File: config.mk
export PLATFORM = sky130hd
export DESIGN_NAME = pipeline_hazard_controller_flat
export DESIGN_NICKNAME = d
export VERILOG_FILES = /design/src/rtl/pipeline_hazard_controller_if.sv /design/src/rtl/pipeline_hazard_controller.sv /design/src/flat_wrapper.sv
export SDC_FILE = /design/constraint.sdc
export NUM_CORES = 1
export LEC_CHECK = 0
export CORE_ASPECT_RATIO = 0.5
export CORE_MARGIN = 1
export CORE_UTILIZATION = 35
export CTS_CLUSTER_SIZE = 24
export DETAILED_ROUTE_END_ITERATION = 10
export PLACE_DENSITY = 0.78
export SETUP_SLACK_MARGIN = 0.4
export SLEW_MARGIN = 25
export SYNTH_ARGS = -nofsm -noshare
export SYNTH_HDL_FRONTEND = slang
export SYNTH_SLANG_ARGS = --single-unit
export TNS_END_PERCENT = 5
File: constraint.sdc
create_clock -name clk -period 2.65 [get_ports clk]
set_input_delay 0.795 -clock clk [delete_from_list [all_inputs] [get_ports clk]]
set_output_delay 0.795 -clock clk [all_outputs]
set_load 0.02 [all_outputs]
File: src/rtl/pipeline_hazard_controller_if.sv
// Hazard-controller signal bundle: the pipeline (master) drives stage addresses and control bits,
// the controller (slave) returns forwarding selects, stalls, flushes and status.
interface pipeline_hazard_controller_if;
  logic [3:0]  RA1D, RA2D, RA1E, RA2E, WA3E, WA3M, WA3W;
  logic        RegWriteM, RegWriteW, MemtoRegE;
  logic        PCSrcD, PCSrcE, PCSrcM, PCSrcW, BranchTakenE;
  logic        MemReqM, MemReadyM;
  logic [1:0]  ForwardAE, ForwardBE;
  logic        StallF, StallD, StallE, StallM;
  logic        FlushD, FlushE, FlushW;
  logic        MemErr;
  logic [15:0] StallCount;

  modport master (
    output RA1D, RA2D, RA1E, RA2E, WA3E, WA3M, WA3W,
    output RegWriteM, RegWriteW, MemtoRegE,
    output PCSrcD, PCSrcE, PCSrcM, PCSrcW, BranchTakenE,
    output MemReqM, MemReadyM,
    input  ForwardAE, ForwardBE, StallF, StallD, StallE, StallM,
    input  FlushD, FlushE, FlushW, MemErr, StallCount
  );

  modport slave (
    input  RA1D, RA2D, RA1E, RA2E, WA3E, WA3M, WA3W,
    input  RegWriteM, RegWriteW, MemtoRegE,
    input  PCSrcD, PCSrcE, PCSrcM, PCSrcW, BranchTakenE,
    input  MemReqM, MemReadyM,
    output ForwardAE, ForwardBE, StallF, StallD, StallE, StallM,
    output FlushD, FlushE, FlushW, MemErr, StallCount
  );
endinterface

File: src/rtl/pipeline_hazard_controller.sv
// Forwarding, stall/flush generation and data-memory wait FSM with timeout watchdog.
// Define HAZARD_PERF_CNT_EN to build the saturating stalled-cycle counter.
module pipeline_hazard_controller #(
  parameter int unsigned MEM_TIMEOUT = 15
) (
  input logic                         clk,
  input logic                         reset,
  pipeline_hazard_controller_if.slave hz
);

  typedef enum logic [1:0] {StRun, StWait, StRelease} state_e;

  state_e     r_state, w_state_next;
  logic [7:0] r_cnt, w_cnt_next;
  logic [8:0] w_seen;
  logic       r_mem_err, w_mem_err_next;
  logic       w_ldrstall, w_pcpend, w_hold_raw, w_memhold;

  function automatic logic [1:0] fwd_sel(input logic [3:0] ra, input logic rwm,
                                         input logic [3:0] wam, input logic rww,
                                         input logic [3:0] waw);
    logic [1:0] sel;
    sel = 2'b00;
    if (ra != 4'd15) begin
      if (rwm && (ra == wam))      sel = 2'b10;
      else if (rww && (ra == waw)) sel = 2'b01;
    end
    return sel;
  endfunction

  assign w_ldrstall = hz.MemtoRegE && ((hz.RA1D == hz.WA3E) || (hz.RA2D == hz.WA3E));
  assign w_pcpend   = hz.PCSrcD || hz.PCSrcE || hz.PCSrcM;
  assign w_hold_raw = hz.MemReqM && !hz.MemReadyM;
  // The release cycle abandons the access so the pipeline can drain.
  assign w_memhold  = w_hold_raw && (r_state != StRelease);

  always_ff @(posedge clk or negedge reset) begin
    if (!reset) begin
      r_state   <= StRun;
      r_cnt     <= '0;
      r_mem_err <= 1'b0;
    end else begin
      r_state   <= w_state_next;
      r_cnt     <= w_cnt_next;
      r_mem_err <= w_mem_err_next;
    end
  end

  // w_seen counts the current not-ready cycle, so RELEASE follows the MEM_TIMEOUT-th one.
  always_comb begin
    w_state_next   = r_state;
    w_cnt_next     = r_cnt;
    w_mem_err_next = r_mem_err;
    w_seen         = {1'b0, r_cnt} + 9'd1;
    unique case (r_state)
      StRun, StWait: begin
        if (w_hold_raw) begin
          if (w_seen >= 9'(MEM_TIMEOUT)) begin
            w_state_next   = StRelease;
            w_cnt_next     = '0;
            w_mem_err_next = 1'b1;
          end else begin
            w_state_next = StWait;
            w_cnt_next   = w_seen[7:0];
          end
        end else begin
          w_state_next = StRun;
          w_cnt_next   = '0;
        end
      end
      StRelease: begin
        w_state_next = StRun;
        w_cnt_next   = '0;
      end
      default: begin
        w_state_next = StRun;
        w_cnt_next   = '0;
      end
    endcase
  end

  always_comb begin
    hz.ForwardAE = 2'b00;
    hz.ForwardBE = 2'b00;
    hz.StallF    = 1'b0;
    hz.StallD    = 1'b0;
    hz.StallE    = 1'b0;
    hz.StallM    = 1'b0;
    hz.FlushD    = 1'b0;
    hz.FlushE    = 1'b0;
    hz.FlushW    = 1'b0;
    if (reset) begin
      hz.ForwardAE = fwd_sel(hz.RA1E, hz.RegWriteM, hz.WA3M, hz.RegWriteW, hz.WA3W);
      hz.ForwardBE = fwd_sel(hz.RA2E, hz.RegWriteM, hz.WA3M, hz.RegWriteW, hz.WA3W);
      if (w_memhold) begin
        hz.StallF = 1'b1;
        hz.StallD = 1'b1;
        hz.StallE = 1'b1;
        hz.StallM = 1'b1;
        hz.FlushW = 1'b1;
      end else begin
        hz.StallF = w_ldrstall || w_pcpend;
        hz.StallD = w_ldrstall;
        hz.FlushD = w_pcpend || hz.PCSrcW || hz.BranchTakenE;
        hz.FlushE = w_ldrstall || hz.BranchTakenE;
      end
    end
  end

  assign hz.MemErr = r_mem_err;

`ifdef HAZARD_PERF_CNT_EN
  logic [15:0] r_stall_cnt;

  always_ff @(posedge clk or negedge reset) begin
    if (!reset) begin
      r_stall_cnt <= '0;
    end else if (hz.StallF && (r_stall_cnt != 16'hFFFF)) begin
      r_stall_cnt <= r_stall_cnt + 16'd1;
    end
  end

  assign hz.StallCount = r_stall_cnt;
`else
  assign hz.StallCount = 16'd0;
`endif

endmodule
File: src/flat_wrapper.sv
// flat-port wrapper written by rule: the top's interface ports become plain ports
module pipeline_hazard_controller_flat 
#(
  parameter int unsigned MEM_TIMEOUT = 15
)
  (clk, reset, hz_RA1D, hz_RA2D, hz_RA1E, hz_RA2E, hz_WA3E, hz_WA3M, hz_WA3W, hz_RegWriteM, hz_RegWriteW, hz_MemtoRegE, hz_PCSrcD, hz_PCSrcE, hz_PCSrcM, hz_PCSrcW, hz_BranchTakenE, hz_MemReqM, hz_MemReadyM, hz_ForwardAE, hz_ForwardBE, hz_StallF, hz_StallD, hz_StallE, hz_StallM, hz_FlushD, hz_FlushE, hz_FlushW, hz_MemErr, hz_StallCount);
  pipeline_hazard_controller_if hz_i ();
  input logic clk;
  input logic reset;
  input wire logic [$bits(hz_i.RA1D)-1:0] hz_RA1D;
  input wire logic [$bits(hz_i.RA2D)-1:0] hz_RA2D;
  input wire logic [$bits(hz_i.RA1E)-1:0] hz_RA1E;
  input wire logic [$bits(hz_i.RA2E)-1:0] hz_RA2E;
  input wire logic [$bits(hz_i.WA3E)-1:0] hz_WA3E;
  input wire logic [$bits(hz_i.WA3M)-1:0] hz_WA3M;
  input wire logic [$bits(hz_i.WA3W)-1:0] hz_WA3W;
  input wire logic [$bits(hz_i.RegWriteM)-1:0] hz_RegWriteM;
  input wire logic [$bits(hz_i.RegWriteW)-1:0] hz_RegWriteW;
  input wire logic [$bits(hz_i.MemtoRegE)-1:0] hz_MemtoRegE;
  input wire logic [$bits(hz_i.PCSrcD)-1:0] hz_PCSrcD;
  input wire logic [$bits(hz_i.PCSrcE)-1:0] hz_PCSrcE;
  input wire logic [$bits(hz_i.PCSrcM)-1:0] hz_PCSrcM;
  input wire logic [$bits(hz_i.PCSrcW)-1:0] hz_PCSrcW;
  input wire logic [$bits(hz_i.BranchTakenE)-1:0] hz_BranchTakenE;
  input wire logic [$bits(hz_i.MemReqM)-1:0] hz_MemReqM;
  input wire logic [$bits(hz_i.MemReadyM)-1:0] hz_MemReadyM;
  output wire logic [$bits(hz_i.ForwardAE)-1:0] hz_ForwardAE;
  output wire logic [$bits(hz_i.ForwardBE)-1:0] hz_ForwardBE;
  output wire logic [$bits(hz_i.StallF)-1:0] hz_StallF;
  output wire logic [$bits(hz_i.StallD)-1:0] hz_StallD;
  output wire logic [$bits(hz_i.StallE)-1:0] hz_StallE;
  output wire logic [$bits(hz_i.StallM)-1:0] hz_StallM;
  output wire logic [$bits(hz_i.FlushD)-1:0] hz_FlushD;
  output wire logic [$bits(hz_i.FlushE)-1:0] hz_FlushE;
  output wire logic [$bits(hz_i.FlushW)-1:0] hz_FlushW;
  output wire logic [$bits(hz_i.MemErr)-1:0] hz_MemErr;
  output wire logic [$bits(hz_i.StallCount)-1:0] hz_StallCount;
  assign hz_i.RA1D = hz_RA1D;
  assign hz_i.RA2D = hz_RA2D;
  assign hz_i.RA1E = hz_RA1E;
  assign hz_i.RA2E = hz_RA2E;
  assign hz_i.WA3E = hz_WA3E;
  assign hz_i.WA3M = hz_WA3M;
  assign hz_i.WA3W = hz_WA3W;
  assign hz_i.RegWriteM = hz_RegWriteM;
  assign hz_i.RegWriteW = hz_RegWriteW;
  assign hz_i.MemtoRegE = hz_MemtoRegE;
  assign hz_i.PCSrcD = hz_PCSrcD;
  assign hz_i.PCSrcE = hz_PCSrcE;
  assign hz_i.PCSrcM = hz_PCSrcM;
  assign hz_i.PCSrcW = hz_PCSrcW;
  assign hz_i.BranchTakenE = hz_BranchTakenE;
  assign hz_i.MemReqM = hz_MemReqM;
  assign hz_i.MemReadyM = hz_MemReadyM;
  assign hz_ForwardAE = hz_i.ForwardAE;
  assign hz_ForwardBE = hz_i.ForwardBE;
  assign hz_StallF = hz_i.StallF;
  assign hz_StallD = hz_i.StallD;
  assign hz_StallE = hz_i.StallE;
  assign hz_StallM = hz_i.StallM;
  assign hz_FlushD = hz_i.FlushD;
  assign hz_FlushE = hz_i.FlushE;
  assign hz_FlushW = hz_i.FlushW;
  assign hz_MemErr = hz_i.MemErr;
  assign hz_StallCount = hz_i.StallCount;
  pipeline_hazard_controller #(.MEM_TIMEOUT(MEM_TIMEOUT)) u_core (.clk(clk), .reset(reset), .hz(hz_i));
endmodule
# Word level (Yosys, flattened, before mapping)
# Cells that the tools add are included.
# totals
latchBits	0
ramBits	0
mem_bits_ro	0
mem_count	0
input_bits	40
ff_bits	11
output_inout_bits	28
# classes
reduce_logical	18
bitwise	0
n_addsub	1
muxes	24
mul	0
n_eq_ne	10
shifts	0
div_mod_pow	0
order_cmp	1
# op_table
op	count
$eq 4x4->1	6
$mux 8	3
$mux 2	9
$mux 1	12
$add 8x1->9 const B	1
$ge 9x4->1 const B	1
$ne 4x4->1 const B	2
$logic_and 1x1->1	7
$logic_or 1x1->1	7
$reduce_and 3->1	1
$eq 2x1->1 const B	1
$logic_not 2->1	1
$ne 2x2->1 const B	1
$reduce_or 2->1	1
$logic_not 1->1	1

# Depth between registers and ports, before layout
# Gate-level depths: netlist of the first run.
# logic_depth
depth_word	6
depth_mapped	6

# Worst setup path after synthesis of the first run
# Ideal clock, no wire load.
# synth_timing
path_type	input to output
startpoint	input hz_WA3E[1]
endpoint	output hz_StallF
setup_slack_ps	84
path_stages	4
arrival_ps	1771
path_buffers	0
cell_sequence	xor2_1 -> nor4_1 -> o21ai_0 -> a31oi_1
# synth_between
elab_chain_cells	6
word_cells_on_any_way	7
# synth_lines
element	line	rtl
start, declared	flat_wrapper.sv:14	input wire logic [$bits(hz_i.WA3E)-1:0] hz_WA3E;
$eq 4x4->1	pipeline_hazard_controller.sv:31	assign w_ldrstall = hz.MemtoRegE && ((hz.RA1D == hz.WA3E) || (hz.RA2D == hz.WA3E));
$logic_or 1x1->1 (*)	pipeline_hazard_controller.sv:31	
$logic_and 1x1->1 (*)	pipeline_hazard_controller.sv:31	
$logic_or 1x1->1 (*)	pipeline_hazard_controller.sv:102	hz.StallF = w_ldrstall || w_pcpend;
$mux 1 (*)	pipeline_hazard_controller.sv:95	if (w_memhold) begin
$mux 1 (*)	pipeline_hazard_controller.sv:92	if (reset) begin
end, declared	flat_wrapper.sv:29	output wire logic [$bits(hz_i.StallF)-1:0] hz_StallF;
# Every way passes the cells marked *; elsewhere a longest branch is shown, timed or not.

# Worst setup path after layout of the first run
# layout_timing
startpoint	input hz_RA2D[0]
endpoint	output hz_StallF
# layout_between
elab_chain_cells	6
# layout_lines
element	line	rtl
start, declared	flat_wrapper.sv:11	input wire logic [$bits(hz_i.RA2D)-1:0] hz_RA2D;
$eq 4x4->1	pipeline_hazard_controller.sv:31	
$logic_or 1x1->1	pipeline_hazard_controller.sv:31	
$logic_and 1x1->1	pipeline_hazard_controller.sv:31	
$logic_or 1x1->1	pipeline_hazard_controller.sv:102	
$mux 1	pipeline_hazard_controller.sv:95	
$mux 1	pipeline_hazard_controller.sv:92	
# Every way passes these cells.

==> out/metrics.csv, run 1 <==
metric,value,unit
outcome,finished clean,
cp-start-kind,input pin,
synth_area,1030,µm²
first_pass_iters,4,
worstPathArrival,1840,ps
antenna_found_initial,0,
row_count,13,
via_count,1089,
grt_pass1_wl,4280,µm
clkTransAtPathRegs,50,ps
grt_use_met2,35.2,%
switching_share,31.5,%
timing.rr.start,u_core.r_cnt[0],
drt-initial-drc-count,58,
wl_per_cell,13.5,µm
min_period,2630,ps
rrSetupSlack,840,ps
worstSkewPairLatency,240,ps
coreArea,2700,µm²
chipWidth,78.9,µm
finalPower,0.000557,W
cts_htree_levels,1,
cts_buffer_depth,2,
cap_violations,0,
hold_violations,0,
io_pins,68,
fin_util,65.0,%
seqPwrFrac,31.9,%
slew_viol_final,0,
dp_hpwl,2380,µm
fill_cells,225,
holdBufCountCts,0,
p_leak,0.834,nW
synth.distinct_cells,30,
p_per_area,317,nW/µm²
hold_path_class,in2async,
rr_worst_depth,6,
p_sw,0.000175,W
syn_area_per_cell,8.48,µm²
ant_nets,0,
grt_usage,18.5,%
finalSetupTns,0,ps
die_h,40.4,µm
dp_slack,-863,ps
fmax,380,MHz
synth_edf_count,0,
grt-busiest-layer,met2,
endpoint_kind,output pin,
use_met1,21.6,%
dieArea,3190,µm²
async_reset_ff_share,100,%
syn-instance-count,122,
synth_top_area_cell,dfrtp_1,
grt_start_max_net_pins,12,
power_frac_clock,30.0,%
startpoint,hz_RA2D[0],
grt_pass1_vias,930,
syn2layout_area_growth,69.6,%
regArea,275,µm²
clock_sinks,11,
ys_seq_area_share,26.6,%
cts_buffers,3,
r2r-end,u_core.hz.MemErr,
cp_max_fo,3,
setup_viol,0,
cts_tree,built,
synth_ff_type,dfrtp_1,
multi_input_area,800,µm²
finalCritPeriodShare,99.3,%
synth_top_area_share,26.6,%
grt_overflow_total,0,
crit_type,in2out,
worst_pin_slew,663,ps
io_buffer_count,51,
placed_cell_area,1650,µm²
num_antenna_cells,0,
cp_data_required_time,1860,ps
wirelength,3110,µm
yosys_warnings,0,
setup_ws,19.8,ps
combPwrFrac,38.0,%
gp_congestion,0.783,
ys_ff_latch,11,
fin_nets,237,
internal_power,0.000381,W
ir_drop,0.425,mV
drive_gt1_share,39.7,%
grt_setup_unrepaired,yes,
root_buffer,clkbuf_8,
initial_core_util,38.3,%
synth_common_cells,"18 x buf_4, 17 x xor2_1, 11 x dfrtp_1, 10 x nor2_1",
skew,1.32,ps
via_per_inst,4.71,
synth_area_leaders,"dfrtp_1 27%, xor2_1 14%, buf_4 13%",
use_met3,1.82,%
synthMostInstantiatedCell,buf_4,
final_area,1760,µm²
drc_errors,0,
relSlewSlack,55.6,%
power groups by stage:
stage          clock network, W  logic [W]  registers, W
5_1_grt                0.000180   0.000226      0.000178
3_3_place_gp                  0   0.000193      0.000180
3_5_place_dp                  0   0.000196      0.000180
6_report               0.000167   0.000212      0.000178
2_1_floorplan                 0   0.000102      0.000179
4_1_cts                0.000172   0.000193      0.000178
critical path, cell delays in order:
cell and delay, ps:
buf_6 90, xor2_1 140, nor4_1 290, o21ai_1 190, a31oi_2 160, buf_4 160
logic make-up (layout without fill, tap and decap cells):
| group | Yosys count | count (layout) | synth area share (%) |
|---|---|---|---|
| buffers and inverters | 22 | 75 | 14.5 |
| XOR/XNOR | 25 | 25 | 21.2 |
| AND/OR/NAND/NOR | 46 | 46 | 24.1 |
| adder cells (fa/ha/maj) | 2 | 2 | 2.42 |
| flip-flops | 11 | 11 | 26.6 |
| AO/OA/AOI/OAI | 15 | 15 | 10.9 |
| other | 1 | 20 | 0.362 |
area by class of cell:
type / count / share of cell area (%)
Timing Repair Buffer: 67 / 32.7
Sequential cell: 11 / 15.7
Clock buffer: 4 / 2.57
Inverter: 4 / 0.855
Tap cell: 37 / 2.64
Multi-Input combinational cell: 108 / 45.5
how the worst max path moves through the flow:
stage	end	cells after the start
floorplan	hz_StallF	4
global route	hz_ForwardAE[0]	7
detailed placement	hz_StallF	6
global placement	hz_StallF	6
CTS	hz_StallF	6
finish	hz_StallF	6
sequential cells by signal, indices dropped and copies added (netlist names):
signal / count
u_core.r_cnt: 8
u_core.hz.MemErr: 1
u_core.r_state: 2
per-stage QoR:
stage,std cells,hold slack [ps]
finish,231,518
global route,231,538
CTS,230,524
detailed placement,226,508
global placement,226,503
floorplan,141,499
repair_timing:
item                                    4_1_cts  5_1_grt
pin swaps                                    34       16
endpoints found under the setup margin       11       11
gates resized for setup                     183       18
setup buffers                                 0        1
layer usage:
| layer | vias to the layer above | wire, µm |
|---|---|---|
| li1 | 531 | - |
| met1 | 493 | 1280 |
| met2 | 53 | 1590 |
| met3 | 12 | 143 |
| met5 | - | 0 |
| met4 | 0 | 95 |
layout by cell type (no fill, tap or decap), types with 2 or more instances in the layout:
cell type / count
nor3_1: 2
clkbuf_8: 3
nand2_1: 7
conb_1: 20
dfrtp_1: 11
xor2_1: 15
buf_8: 2
xnor2_1: 3
clkdlybuf4s15_1: 3
nor2_1: 9
buf_4: 21
dlygate4sd2_1: 6
clkdlybuf4s50_1: 7
inv_1: 3
a21oi_2: 2
xor2_2: 2
nor3_2: 2
ha_1: 2
buf_2: 12
and3_1: 3
buf_6: 15
xnor2_2: 5
nand4_1: 5
a31oi_1: 3
nor4_1: 6
nor4_4: 2
(Power assumes the default switching activity.)
==> run 2: changes to the inputs <==
- CORE_UTILIZATION: 35 -> 32
- CTS_CLUSTER_SIZE: 24 -> 14
- PLACE_DENSITY: 0.78 -> 0.76
- clock period: 2.65 -> 2.2 ns (I/O delays scaled with it)
==> run 2 against run 1 <==
The run now ends with setup timing left. Utilization down 7.1 points. Via count down 3.6%. Power up 18%. Sequential power up 21%. Largest power group unchanged.
==> out/metrics.csv, run 2 (synthesis results as in run 1) <==
metric,value,unit,change
skew,0.648,ps,-0.668 ps
coreArea,3050,µm²,+13%
grt_setup_unrepaired,yes,,
via_per_inst,4.53,,-4.0%
multi_input_area,823,µm²,+3.0%
slowest_stage,nor4_4,,
top_register,u_core.r_cnt,,
p_per_area,371,nW/µm²,+17%
cts_htree_levels,1,,unchanged
hold_ws,504,ps,-14.0 ps
crit_type,in2out,,
cp_num_buf_inv,3,,+1
die_h,42.2,µm,+4.4%
drc_errors,0,,unchanged
hold_violations,0,,unchanged
clock_sinks,11,,unchanged
finalCritPeriodShare,107,%,
via_count,1050,,-3.6%
fill_cells,270,,+20%
final_common_cell,conb_1,,
grt_pass1_wl,4550,µm,+6.3%
cap_violations,0,,unchanged
min_period,2350,ps,
dieArea,3480,µm²,+9.0%
grt_start_max_net_pins,12,,unchanged
gp_congestion,0.763,,-2.5%
root_buffer,clkbuf_8,,
violations,setup timing,,
syn2layout_area_growth,70.6,%,
fin_util,57.9,%,-7.1 points
hold_path_class,reg2reg,,
worstSkewPairLatency,230,ps,about the same
cts_buffers,3,,unchanged
worstPathArrival,1690,ps,-150 ps
antenna_found_initial,0,,unchanged
slew_viol_final,0,,unchanged
cts_tree,built,,
p_leak,0.823,nW,-1.3%
placed_cell_area,1640,µm²,-1.1%
cp_max_fo,2,,-1
cp-start-kind,input pin,,
outcome,"finished, violations left",,
final_area,1770,µm²,+0.57%
num_antenna_cells,0,,unchanged
ir_drop,0.426,mV,+0.15%
drive_gt1_share,39.1,%,-0.63 points
cts_buffer_depth,2,,unchanged
initial_core_util,33.9,%,-4.4 points
row_count,14,,+1
ant_nets,0,,unchanged
regArea,277,µm²,+0.45%
drt-initial-drc-count,23,,-60%
dp_slack,-1010,ps,-146 ps
endpoint_kind,output pin,,
grt_pass1_vias,1127,,+21%
dp_hpwl,2330,µm,-2.0%
setup_ws,-147,ps,-167 ps
final_cell_mix,"20 x conb_1, 17 x buf_4, 14 x xor2_1",,
setup_viol,8,,+8
grt_usage,17.2,%,-1.3 points
cp_data_required_time,1540,ps,-320 ps
crit_family,buffers and inverters,,
fmax,426,MHz,
finalSetupTns,-996,ps,-996 ps
wirelength,2790,µm,-11%
wl_per_cell,12.0,µm,-11%
chipWidth,82.4,µm,+4.5%
grt_overflow_total,0,,unchanged
clkTransAtPathRegs,40,ps,about the same
io_pins,68,,unchanged
max_stage_delay,290,ps,about the same
io_buffer_count,51,,unchanged
worstPathCellList,"clkdlybuf4s15_2, xor2_2, nor4_4, buf_4, nor3_1, buf_2",,
largest_reg_flops,8,,unchanged
first_pass_iters,4,,unchanged
fin_nets,235,,-0.84%
[run 2: final cells by class]
cell class,count,share of cell area (%)
Clock buffer,4,2.55
Multi-Input combinational cell,108,46.6
Sequential cell,11,15.7
Inverter,4,0.850
Timing Repair Buffer,65,31.5
Tap cell,40,2.83
[run 2: final timing paths]
check / cells past startpoint / from / slack, ps / to
max: 6 / hz_RA2E[3] / -150 / hz_ForwardBE[0]
min: 1 / u_core.hz.MemErr / 500 / u_core.hz.MemErr
max reg2reg: 5 / u_core.r_cnt[0] / 530 / u_core.r_state[1]
min reg2reg: 1 / u_core.hz.MemErr / 500 / u_core.hz.MemErr
max in group asynchronous: 2 / reset / 1510 / u_core.r_cnt[0]
min in group asynchronous: 2 / reset / 530 / u_core.r_cnt[5]
[run 2: where the power goes]
part	internal (W)	total, W	switching, W
logic	0.000122	0.000250	0.000128
clock network	0.000126	0.000191	0.0000649
registers	0.000209	0.000215	0.00000623
[run 2: through the flow]
step                power (W)  instances
floorplan            0.000339        141
global placement     0.000444        226
detailed placement   0.000449        226
CTS                  0.000650        232
global route         0.000701        232
finish               0.000656        232
[run 2: timing repair]
item                                    CTS  global route
buffers inserted                          2             0
gates cloned                              0             0
hold buffers                              0             0
endpoints found under the setup margin   13            18
pin swaps                                26            11
gates resized for setup                 171            13
[run 2: per-layer routing]
metal	up-vias	GRT usage, %	routed length, µm
met5	-	0	0
met1	500	18.9	1180
met2	23	34.4	1540
met3	0	2.39	66
met4	0	4.21	0
li1	527	-	-
==> run 3: changes to the inputs <==
- SLEW_MARGIN: 25 -> default
==> results of run 3 <==
No change in the layout: final DEF, timing and power equal those of run 2.
